===== config.mk =====
export PLATFORM = sky130hd
export DESIGN_NAME = tff_mod_counter
export DESIGN_NICKNAME = d
export VERILOG_FILES = /design/src/rtl/tff_pkg.sv /design/src/rtl/tff_mod_counter_cell.sv /design/src/rtl/tff_mod_counter.sv
export SDC_FILE = /design/constraint.sdc
export NUM_CORES = 1
export LEC_CHECK = 0
export ABC_AREA = 1
export BUFFER_PORTS_ARGS = -buffer_cell sky130_fd_sc_hd__buf_2
export CAP_MARGIN = 10
export CORE_MARGIN = 1
export CORE_UTILIZATION = 37
export DETAILED_ROUTE_END_ITERATION = 7
export GPL_TIMING_DRIVEN = 0
export SYNTH_ARGS = -nofsm -noshare
export SYNTH_HDL_FRONTEND = slang
export SYNTH_SLANG_ARGS = --single-unit

===== constraint.sdc =====
create_clock -name clk -period 1.2 [get_ports clk]
set_input_delay 0.12 -clock clk [delete_from_list [all_inputs] [get_ports clk]]
set_output_delay 0.12 -clock clk [all_outputs]
set_load 0.005 [all_outputs]

===== src/rtl/tff_pkg.sv =====
// Shared definitions for the T-flip-flop modulo counter: mode encodings and
// the helper that sizes the terminal value MOD-1.
package tff_pkg;

  localparam logic MODE_WRAP = 1'b0;
  localparam logic MODE_SAT  = 1'b1;

  // Terminal count value as a plain integer; callers truncate it to WIDTH bits,
  // which keeps MOD == 2**WIDTH representable.
  function automatic longint unsigned mod_max(input longint unsigned mod);
    return mod - 64'd1;
  endfunction

endpackage


===== src/rtl/tff_mod_counter_cell.sv =====
// Single toggle cell: q flips on every edge where t is high; no arithmetic here.
module t_ff_cell (
  input  logic clk,
  input  logic rstn,
  input  logic t,
  output logic q
);

  logic q_q;

  always_ff @(posedge clk) begin
    if (!rstn) q_q <= 1'b0;
    else       q_q <= q_q ^ t;
  end

  assign q = q_q;

endmodule


===== src/rtl/tff_mod_counter.sv =====
// Modulo up/down counter built from a bank of T flip-flops. The parent decides
// the next count value and converts it into a per-bit toggle vector.
module tff_mod_counter
  import tff_pkg::*;
#(
  parameter int WIDTH = 4,
  parameter int MOD   = 2**WIDTH
) (
  input  logic             clk,
  input  logic             rstn,
  input  logic             en,
  input  logic             up,
  input  logic             mode,
  input  logic             load,
  input  logic [WIDTH-1:0] load_val,
  output logic [WIDTH-1:0] q,
  output logic             tc,
  output logic             ovf,
  output logic             unf
);

  if (WIDTH < 1 || MOD < 2 || 64'(MOD) > (64'd1 << WIDTH)) begin : g_bad_param
    $fatal(1, "tff_mod_counter: illegal WIDTH/MOD");
  end

  localparam logic [WIDTH-1:0] MAXV = WIDTH'(mod_max(64'(MOD)));

  logic [WIDTH-1:0] cnt_q;
  logic [WIDTH-1:0] cnt_d;
  logic [WIDTH-1:0] t_vec;
  logic             ovf_q, ovf_d;
  logic             unf_q, unf_d;
  logic             at_max, at_zero;

  assign at_max  = (cnt_q == MAXV);
  assign at_zero = (cnt_q == '0);

  // Priority: load over count; reset is applied inside the cells and flag regs.
  always_comb begin
    cnt_d = cnt_q;
    ovf_d = 1'b0;
    unf_d = 1'b0;
    if (load) begin
      cnt_d = (load_val > MAXV) ? MAXV : load_val;
    end else if (en) begin
      if (up) begin
        if (at_max) begin
          ovf_d = 1'b1;
          cnt_d = (mode == MODE_SAT) ? cnt_q : '0;
        end else begin
          cnt_d = cnt_q + 1'b1;
        end
      end else begin
        if (at_zero) begin
          unf_d = 1'b1;
          cnt_d = (mode == MODE_SAT) ? cnt_q : MAXV;
        end else begin
          cnt_d = cnt_q - 1'b1;
        end
      end
    end
  end

  assign t_vec = cnt_q ^ cnt_d;

  for (genvar i = 0; i < WIDTH; i++) begin : g_cell
    t_ff_cell u_cell (
      .clk  (clk),
      .rstn (rstn),
      .t    (t_vec[i]),
      .q    (cnt_q[i])
    );
  end

  always_ff @(posedge clk) begin
    if (!rstn) begin
      ovf_q <= 1'b0;
      unf_q <= 1'b0;
    end else begin
      ovf_q <= ovf_d;
      unf_q <= unf_d;
    end
  end

  assign q   = cnt_q;
  assign tc  = en & (up ? at_max : at_zero);
  assign ovf = ovf_q;
  assign unf = unf_q;

endmodule


[Word-level counts from Yosys, hierarchy flattened]
Index checks and enable logic that the tools add are counted.
Cells by class
  add/sub/neg operators: 2
  multipliers: 0
  div/mod/pow operators: 0
  order comparisons: 1
  equality and inequality tests: 1
  shifts and indexed selects: 0
  multiplexer cells: 11
  bitwise gates (word level): 9
  reductions and logical operators: 3
Operators by type and width (count)
  two-way mux 4 bit: 8
  OR reduction 4 bit: 2
  adder 4 x 1 -> 4 bit (second input constant): 1
  == test 4 bit (second input constant): 1
  greater-than comparator 4 bit (second input constant): 1
  zero test 4 bit: 1
  subtractor 4 x 1 -> 4 bit (second input constant): 1
  bitwise XOR 1 bit: 4
  bitwise XOR 4 bit: 1
  two-way mux 1 bit: 3
  inverter 1 bit: 3
  bitwise AND 1 bit: 1
Word-level totals
  register bits: 6
  latch bits: 0
  bits in writable memories: 0
  ROM bits: 0
  logic and storage cells: 33
  memories kept: 0

[Depth between registers and ports, before layout]
Gate-level depths: netlist of run 1.
  word-level depth: 7
  mapped depth: 9

[Hierarchy]
Synthesis of run 1 repeated with hierarchy kept, for this count alone.
Second synthesis, totals
  cells, all modules: 111
  area, all modules: 614.3 um^2
By module, submodules not included
  tff_mod_counter: instances 1, cells an instance 91, area each 474.2 um^2
  t_ff_cell: instances 4, cells an instance 5, area each 35.0 um^2

[Least setup slack after synthesis of run 1]
Ideal clock, no wire load.
  path kind: register -> register
  from: register g_cell[1].u_cell.q_q
  to: register g_cell[0].u_cell.q_q
  arrival: 1.145 ns
  path slack: -0.066 ns
  stages on the path, launching flop included: 9
  period minus slack after synthesis: 1.266 ns
  cell sequence: dfxtp_1 inv_1 ha_1 inv_1 nor2_1 nand3_1 nand2_1 o21ai_1 a21oi_1
Between the ends
  cells in the longest elaborated chain, start to end: 7
  elaborated cells between the ends (all ways): 9
  classes of those cells: eq/ne (1); mux (5); bitwise (2); reduce/logical (1)
RTL lines
  start: declaration: RTL line tff_mod_counter_cell.sv:9  | logic q_q;
  start signal: assignment: RTL line tff_mod_counter_cell.sv:13  | else q_q <= q_q ^ t;
  == test 4 bit / zero test 4 bit (equally long branches): RTL line tff_mod_counter.sv:35, tff_mod_counter.sv:36
  two-way mux 4 bit (on tied branches): RTL line tff_mod_counter.sv:47, tff_mod_counter.sv:54
  two-way mux 4 bit (*): RTL line tff_mod_counter.sv:46  | if (up) begin
  two-way mux 4 bit (*): RTL line tff_mod_counter.sv:45  | end else if (en) begin
  two-way mux 4 bit (*): RTL line tff_mod_counter.sv:43  | if (load) begin
  bitwise XOR 4 bit (*): RTL line tff_mod_counter.sv:64  | assign t_vec = cnt_q ^ cnt_d;
  bitwise XOR 1 bit (*): RTL line tff_mod_counter_cell.sv:13
  end signal: assignment: RTL line tff_mod_counter_cell.sv:13
  end: declaration: RTL line tff_mod_counter_cell.sv:9
Mark *: on every way between the ends. The rest lies on a longest branch, timed or not.
A chain may end at the register's enable or synchronous reset.

[Worst setup path in the final report of run 1]
  from: register g_cell[1].u_cell.q_q
  to: output tc
Between the ends
  cells in the longest elaborated chain, start to end: 3
  elaborated cells between the ends (all ways): 4
  classes of those cells: eq/ne (1); mux (1); bitwise (1); reduce/logical (1)
RTL lines
  == test 4 bit / zero test 4 bit (equally long branches): RTL line tff_mod_counter.sv:35, tff_mod_counter.sv:36
  two-way mux 1 bit (*): RTL line tff_mod_counter.sv:86  | assign tc = en & (up ? at_max : at_zero);
  bitwise AND 1 bit (*): RTL line tff_mod_counter.sv:86
  end: declaration: RTL line tff_mod_counter.sv:17  | output logic tc,
Marked as above.

==> results.yml, run 1 <==
status:
  status: "finished, violations left"
  violations: "negative setup slack"
sta:
  hold_viol: 0
  period_share_pct: 117
  worst_slack_ns: -0.202
  finalSetupViolCount: 6
  fmax_mhz: 713
  rsz0062_at_grt: "yes"
  final.min_clock_period_ns: 1.40
  worst_hold_slack_ns: 0.113
  maxSlewViolCount: 0
  tightestPinTransition_ns: 0.283
  fin_skew_ns: 0.00619
  slew-limit-headroom_pct: 81.1
global_route:
  grt_pass1_wl_um: 2040
  grtUsageTotal_pct: 20.3
  grt_max_degree: 10
  grt_pass1_vias: 533
  antenna_found_initial: 0
  grt_remaining_overflow: 0
floorplan:
  num_io_pins: 17
  rows: 12
  fp.dieH_um: 38.4
  die_x_um: 38.4
  start_util_pct: 41.9
  design.die.area_um2: 1480
  core_um2: 1170
final_layout:
  area_growth_pct: 59.9
  drive_gt1_share_pct: 48.2
  antennaDiodeCount: 0
  regArea_um2: 129
  fillerInstances: 112
  fin_util_pct: 67.0
  multi_input_area_um2: 373
  fin_nets: 126
clock_tree:
  cts-root-buf: "clkbuf_4"
  path_clk_slew_ns: 0.05
  clk_latency_ns: 0.24
  cts-htree-levels: 1
  postCtsHoldBufs: 0
  cts_max_path_buffers: 2
  cts_sinks: 6
  cts_buffers: 3
  cts_tree: "done"
yosys:
  syn_inst: 82
  synthAdderAreaFrac_pct: 5.10
  yosys.area_share.simple_pct: 35.2
  synth.avg_cell_area_um2: 5.98
  synth_seq_cells: 6
  synth_top_family_by_area: "simple AND/OR/NAND/NOR gates"
  syn_area_um2: 490
  synth_compound_area_share_pct: 20.7
  synthMuxAreaShare_pct: 0
  synthXorXnorAreaFrac_pct: 0
  synth_cell_types: 16
  yosysSeqAreaShare_pct: 24.5
  synth_fp_nets: 94
  yosysWarnings: 0
routing:
  first_pass_iters: 4
  drt_iter0_drc: 10
  drc: 0
  ant_nets: 0
  vias: 653
  totalWireLength_um: 1490
  viasPerCell: 5.18
  routedWlPerCell_um: 11.8
power_and_ir_drop:
  p_leak_nw: 0.389
  ir_drop_uv: 700
  p_per_area_nw_per_um2: 879
  power_mw: 0.690
critical_path:
  worst-setup-path-type: "reg -> out"
  arrival_ns: 1.28
  crit_path_max_fanout: 4
  required_ns: 1.08
  endpoint_kind: "output port"
  start_kind: "flop"
placement:
  dpl_worst_slack_ns: -0.179
  port_buffers: 16
  dpl.hpwl_um: 929
  gp_congestion: 0.818
job:
  maxCapViolCount: 0
min_path:
  hold_path_class: "in -> reg"
metrics by stage:
stage	cells	setup TNS, ns	area [µm²]
5_1_grt	126	-1.03	785
3_3_place_gp	112	-0.687	593
3_5_place_dp	112	-0.703	593
4_1_cts	121	-0.461	707
6_report	126	-0.620	785
2_1_floorplan	82	0	495
path summary, 6_finish.rpt:
| path | start | end | slack [ns] | cells past startpoint |
|---|---|---|---|---|
| setup / recovery | g_cell[1].u_cell.q | tc | -0.20 | 7 |
| hold reg to reg | g_cell[0].u_cell.q | g_cell[0].u_cell.q | 0.69 | 3 |
| setup reg to reg | g_cell[1].u_cell.q | g_cell[1].u_cell.q | -0.18 | 10 |
| hold / removal | load | unf | 0.11 | 2 |
kinds of logic (layout without fill, tap and decap cells):
kind of cell               Yosys count  in the layout
buffers and inverters               15             45
adders and majority gates            2              2
and+or+nand+nor                     39             39
DFF                                  6              6
AOI/OAI and AO/OA                   20             20
critical path: stages (launching register included):
cell	delay, ns
dfxtp_4	0.36
inv_4	0.06
ha_4	0.15
inv_4	0.04
nor2_4	0.09
nand3_2	0.09
a21oi_2	0.12
buf_2	0.12
sequential cells by signal (all words and copies together) (netlist names):
register         cells
g_cell.u_cell.q      4
ovf                  1
unf                  1
cells in the mapped netlist (all sizes together):
master	n	area share (%)
ha	2	5.1
nand4	1	1.3
nand3	9	9.2
dfxtp	6	24
nand2	17	14
o21ai	9	9.2
nor2	10	8.2
inv	10	7.7
clkinv	1	0.76
a21oi	10	10
buf	4	6.1
nor4	2	2.6
a31oi	1	1.3
repair_timing:
item,in CTS,in global routing
buffers inserted,6,6
endpoints found under the setup margin,6,6
resized for setup,14,10
pin swaps,6,6
cloned,0,0
where the power goes:
part	switching, mW	internal (mW)
Combinational	0.136	0.137
Clock	0.0658	0.113
Sequential	0.0246	0.213
layout make-up:
| class | count | share of cell area, % |
|---|---|---|
| buffer | 4 | 3.83 |
| sequential | 6 | 16.4 |
| tap | 14 | 2.23 |
| inverter | 11 | 5.90 |
| timing repair buffer | 27 | 21.2 |
| multi-input combinational | 61 | 47.5 |
| clock buffer | 3 | 2.87 |
metal layers:
metal	global-route usage, %	share of wire, %	vias up
met4	15.5	4.2	0
met1	23.8	41	282
li1	-	-	335
met5	0	0	-
met2	32.6	50	28
met3	3.49	4.4	8
cells in the final DEF, fill, tap and decap left out:
master / count
a21oi_1: 8
a21oi_2: 2
a31oi_1: 1
buf_2: 16
buf_4: 14
buf_6: 1
clkbuf_4: 3
clkinv_1: 1
dfxtp_1: 3
dfxtp_2: 1
dfxtp_4: 2
ha_4: 2
inv_1: 7
inv_2: 1
inv_4: 2
nand2_1: 14
nand2_2: 2
nand2_4: 1
nand3_1: 6
nand3_2: 3
nand4_1: 1
nor2_1: 7
nor2_2: 1
nor2_4: 2
nor4_1: 2
o21ai_0: 7
o21ai_1: 1
o21ai_2: 1
(Power assumes the default switching activity.)
==> run 2, diff against run 1 <==
CORE_AREA = 2 2 39 41   (was unset)
CORE_MARGIN = unset   (was 1)
CORE_UTILIZATION = unset   (was 37)
DIE_AREA = 0 0 41 43   (was unset)
==> results.yml, run 2 (same netlist as run 1, synthesis figures left out) <==
floorplan:
  core_um2: 1380
  design.die.area_um2: 1760
  num_io_pins: 17
  die_x_um: 41
  fp.dieH_um: 43
  rows: 14
  start_util_pct: 35.4
sta:
  fmax_mhz: 696
  rsz0062_at_grt: "yes"
  hold_viol: 0
  final.min_clock_period_ns: 1.44
  tightestPinTransition_ns: 0.291
  maxSlewViolCount: 0
  fin_skew_ns: 0.00268
  period_share_pct: 120
  worst_slack_ns: -0.236
  finalSetupViolCount: 6
  slew-limit-headroom_pct: 80.6
critical_path:
  slowest_delay_ns: 0.37
  start_kind: "flop"
  endpoint_kind: "output port"
  arrival_ns: 1.32
  worst-setup-path-type: "reg -> out"
  r2r_setup_slack_ns: -0.22
  r2r_start: "g_cell[1].u_cell.q"
  crit_path_max_fanout: 4
  cpMaxStageDelayCell: "dfxtp_4"
  cp_cell_sequence: "inv_4 -> ha_4 -> inv_4 -> nor2_4 -> nand3_2 -> a21oi_2 -> buf_2"
  path_common_cell: "inv_4"
  required_ns: 1.08
  r2r-end: "g_cell[1].u_cell.q"
  r2r.worst_path.cells: 10
final_layout:
  fin_util_pct: 58.8
  antennaDiodeCount: 0
  drive_gt1_share_pct: 49.6
  fin_nets: 127
  area_growth_pct: 65.8
  final_cell_mix: "16 x buf_2, 15 x nand2_1, 12 x buf_4"
  largest_reg_flops: 4
  final_common_cell: "buf_2"
clock_tree:
  clk_latency_ns: 0.24
  cts-root-buf: "clkbuf_4"
  cts_tree: "done"
  path_clk_slew_ns: 0.05
  cts_max_path_buffers: 2
  cts_sinks: 6
  cts-htree-levels: 1
  cts_buffers: 3
power_and_ir_drop:
  p_per_area_nw_per_um2: 846
  combPwrFrac_pct: 39.0
  seq_power_share_pct: 34.5
  p_clk_share_pct: 26.5
  switchingPower_mw: 0.231
  swShare_pct: 33.6
  ir_drop_uv: 617
  p_leak_nw: 0.398
  intPower_mw: 0.457
  power_mw: 0.688
min_path:
  holdPathStages: 2
  hp-start: "load"
  hold_path_class: "in -> reg"
  hold_end: "unf"
routing:
  totalWireLength_um: 1590
  drc: 0
  routedWlPerCell_um: 12.3
  first_pass_iters: 4
  viasPerCell: 5.05
  drt_iter0_drc: 13
  vias: 651
  ant_nets: 0
status:
  violations: "negative setup slack"
  status: "finished, violations left"
global_route:
  grt_max_degree: 10
  grtUsageTotal_pct: 19.1
  grt_pass1_wl_um: 2330
  antenna_found_initial: 0
  grt_remaining_overflow: 0
  grt_pass1_vias: 547
job:
  maxCapViolCount: 0
placement:
  port_buffers: 16
  gp_congestion: 0.854
  dpl.hpwl_um: 930
[run 2: cell count changes in the layout (fill, tap and decap cells not counted), sizes merged]
cell / previous run / this run
buf: 31 / 32
[run 2: per-layer routing]
metal	wire [µm]	global-route usage, %
met5	0	0
met1	709	24.6
met3	43	3.14
met4	0	8.00
met2	836	30.0
[run 2: layout make-up]
cell class / count / area [µm²]
Buffer: 4 / 30.0
Clock buffer: 3 / 22.5
Fill cell: 136 / 571
Inverter: 11 / 46.3
Multi-Input combinational cell: 61 / 380
Sequential cell: 6 / 129
Tap cell: 16 / 20.0
Timing Repair Buffer: 28 / 185
[run 2: stage by stage]
step / worst slack (ns) / hold slack (ns) / cell area (µm²) / TNS (ns) / instances
final: -0.236 / 0.118 / 813 / -0.664 / 129
after global placement: -0.172 / 0.357 / 596 / -0.497 / 114
after global routing: -0.285 / 0.135 / 813 / -1.26 / 129
after detailed placement: -0.184 / 0.355 / 596 / -0.599 / 114
after CTS: -0.250 / 0.0925 / 744 / -0.501 / 126
after floorplan: 0.0122 / 0.198 / 495 / 0 / 82
[run 2: timing repair]
action                     CTS  global route
pin swaps                    7            11
hold buffers                 0             0
buffers inserted            10             3
setup endpoints to repair    7             7
gates resized for setup     16            13
[run 2: worst max-delay path by stage]
stage                          to  slack, ns          startpoint
3_3_place_gp                   tc      -0.17  g_cell[1].u_cell.q
5_1_grt                        tc      -0.29  g_cell[1].u_cell.q
4_1_cts                        tc      -0.25  g_cell[0].u_cell.q
3_5_place_dp                   tc      -0.18  g_cell[1].u_cell.q
2_1_floorplan  g_cell[0].u_cell.q       0.01  g_cell[0].u_cell.q
6_report                       tc      -0.24  g_cell[1].u_cell.q
[run 2: critical path, delay by kind of cell, from the launching register on]
kind            cells  cell delay (ns)
buf+inv             3             0.23
simple gates        2             0.18
flops               1             0.37
fa+ha+maj           1             0.14
compound gates      1             0.14
[run 2: power by group through the flow]
stage          registers [mW]  logic, mW  clock network (mW)
5_1_grt                 0.239      0.295               0.204
4_1_cts                 0.235      0.221               0.194
3_3_place_gp            0.238      0.169                   0
3_5_place_dp            0.237      0.169                   0
6_report                0.238      0.268               0.182
2_1_floorplan           0.232      0.118                   0
==> run 3, diff against run 2 <==
CORE_AREA = unset   (was 2 2 39 41)
CORE_MARGIN = 1   (was unset)
CORE_UTILIZATION = 29   (was unset)
DIE_AREA = unset   (was 0 0 41 43)
==> results.yml, run 3 (same netlist as run 1, synthesis figures left out) <==
clock_tree:
  path_clk_slew_ns: 0.04
  cts_max_path_buffers: 2
  cts-root-buf: "clkbuf_4"
  cts_sinks: 6
  clk_latency_ns: 0.24
  cts_tree: "done"
  cts-htree-levels: 1
  cts_buffers: 3
floorplan:
  fp.dieH_um: 43.1
  start_util_pct: 31.8
  design.die.area_um2: 1860
  core_um2: 1540
  num_io_pins: 17
  rows: 14
  die_x_um: 43.1
critical_path:
  arrival_ns: 1.30
  required_ns: 1.08
  worst-setup-path-type: "reg -> out"
  slowest_delay_ns: 0.38
  crit_path_max_fanout: 4
  r2r.worst_path.cells: 10
  endpoint_kind: "output port"
  cpMaxStageDelayCell: "dfxtp_4"
  start_kind: "flop"
  cp_cell_sequence: "ha_4 -> nand2_2 -> nor2_4 -> nand2_2 -> a21oi_2 -> buf_2"
  path_common_cell: "nand2_2"
final_layout:
  fillerInstances: 153
  regArea_um2: 130
  fin_nets: 128
  antennaDiodeCount: 0
  largest_reg_flops: 4
  final_cell_mix: "16 x buf_2, 14 x nand2_1, 14 x buf_4"
  final_common_cell: "buf_2"
  drive_gt1_share_pct: 47.4
  fin_cells: 130
  fin_util_pct: 52.2
  multi_input_area_um2: 367
  area_growth_pct: 64.0
sta:
  finalSetupViolCount: 6
  worst_slack_ns: -0.224
  finalSetupTns_ns: -0.814
  fin_skew_ns: 0.00471
  final.min_clock_period_ns: 1.42
  worst_hold_slack_ns: 0.127
  period_share_pct: 119
  tightestPinTransition_ns: 0.343
  fmax_mhz: 702
  hold_viol: 0
  maxSlewViolCount: 0
  slew-limit-headroom_pct: 77.0
  rsz0062_at_grt: "yes"
global_route:
  grt_max_degree: 10
  grt_pass1_wl_um: 2310
  grt_pass1_vias: 538
  grtUsageTotal_pct: 16.4
  grt_remaining_overflow: 0
  antenna_found_initial: 0
placement:
  gp_congestion: 0.825
  dpl.hpwl_um: 911
  placed_cells: 114
  port_buffers: 16
  dpl_worst_slack_ns: -0.170
routing:
  drt_iter0_drc: 18
  ant_nets: 0
  vias: 670
  drc: 0
  routedWlPerCell_um: 11.7
  viasPerCell: 5.15
  first_pass_iters: 4
  totalWireLength_um: 1520
status:
  status: "finished, violations left"
  violations: "negative setup slack"
power_and_ir_drop:
  p_leak_nw: 0.390
  p_per_area_nw_per_um2: 862
  ir_drop_uv: 553
job:
  maxCapViolCount: 0
min_path:
  holdPathStages: 2
  hold_path_class: "in -> reg"
## run 3: cell count changes in the layout (fill, tap and decap cells not counted), moves of 2 or more
cell,previous run,this run
nand2_2,1,3
nand3_1,6,8
nand3_2,3,1
buf_4,12,14
## run 3: stage by stage
step	area [µm²]	power, mW
6_report	805	0.693
5_1_grt	805	0.747
4_1_cts	743	0.672
3_5_place_dp	596	0.408
3_3_place_gp	596	0.407
2_1_floorplan	495	0.350
## run 3: layout make-up
class                   count  area share, %
multi-input cells          61           45.6
repair buffers             29           23.5
flip-flops and latches      6           16.2
inverters                  11           5.75
plain buffers               4           3.73
clock buffers               3           2.80
well taps                  16           2.49
## run 3: path summary, 6_finish.rpt
kind,start,slack (ns),endpoint
hold reg to reg,g_cell[0].u_cell.q,0.69,g_cell[0].u_cell.q
setup reg to reg,g_cell[1].u_cell.q,-0.19,g_cell[1].u_cell.q
setup / recovery,g_cell[1].u_cell.q,-0.22,tc
hold / removal,load,0.13,unf
## run 3: timing repair
item,CTS,global route
buffers inserted,10,5
pin swaps,5,10
hold buffers,0,0
endpoints found under the setup margin,7,7
resized for setup,15,9
## run 3: power breakdown
| group | total, mW | switching [mW] | internal [mW] |
|---|---|---|---|
| Sequential | 0.237 | 0.0234 | 0.213 |
| Clock | 0.184 | 0.0714 | 0.113 |
| Combinational | 0.272 | 0.136 | 0.136 |
## run 3: routing by layer
metal,global-route usage [%],vias up,wire (µm)
met5,0,-,0
met4,7.27,0,17
met3,2.98,2,75
met2,25.7,29,761
met1,21.5,303,670
li1,-,336,-
## run 3: worst max-delay path, delay by kind of cell (launching register included)
kind | cells | cell delay, ns
adder cells (fa/ha/maj) | 1 | 0.16
AO/OA/AOI/OAI | 1 | 0.13
flip-flops | 1 | 0.38
buffers and inverters | 1 | 0.13
AND/OR/NAND/NOR | 3 | 0.25
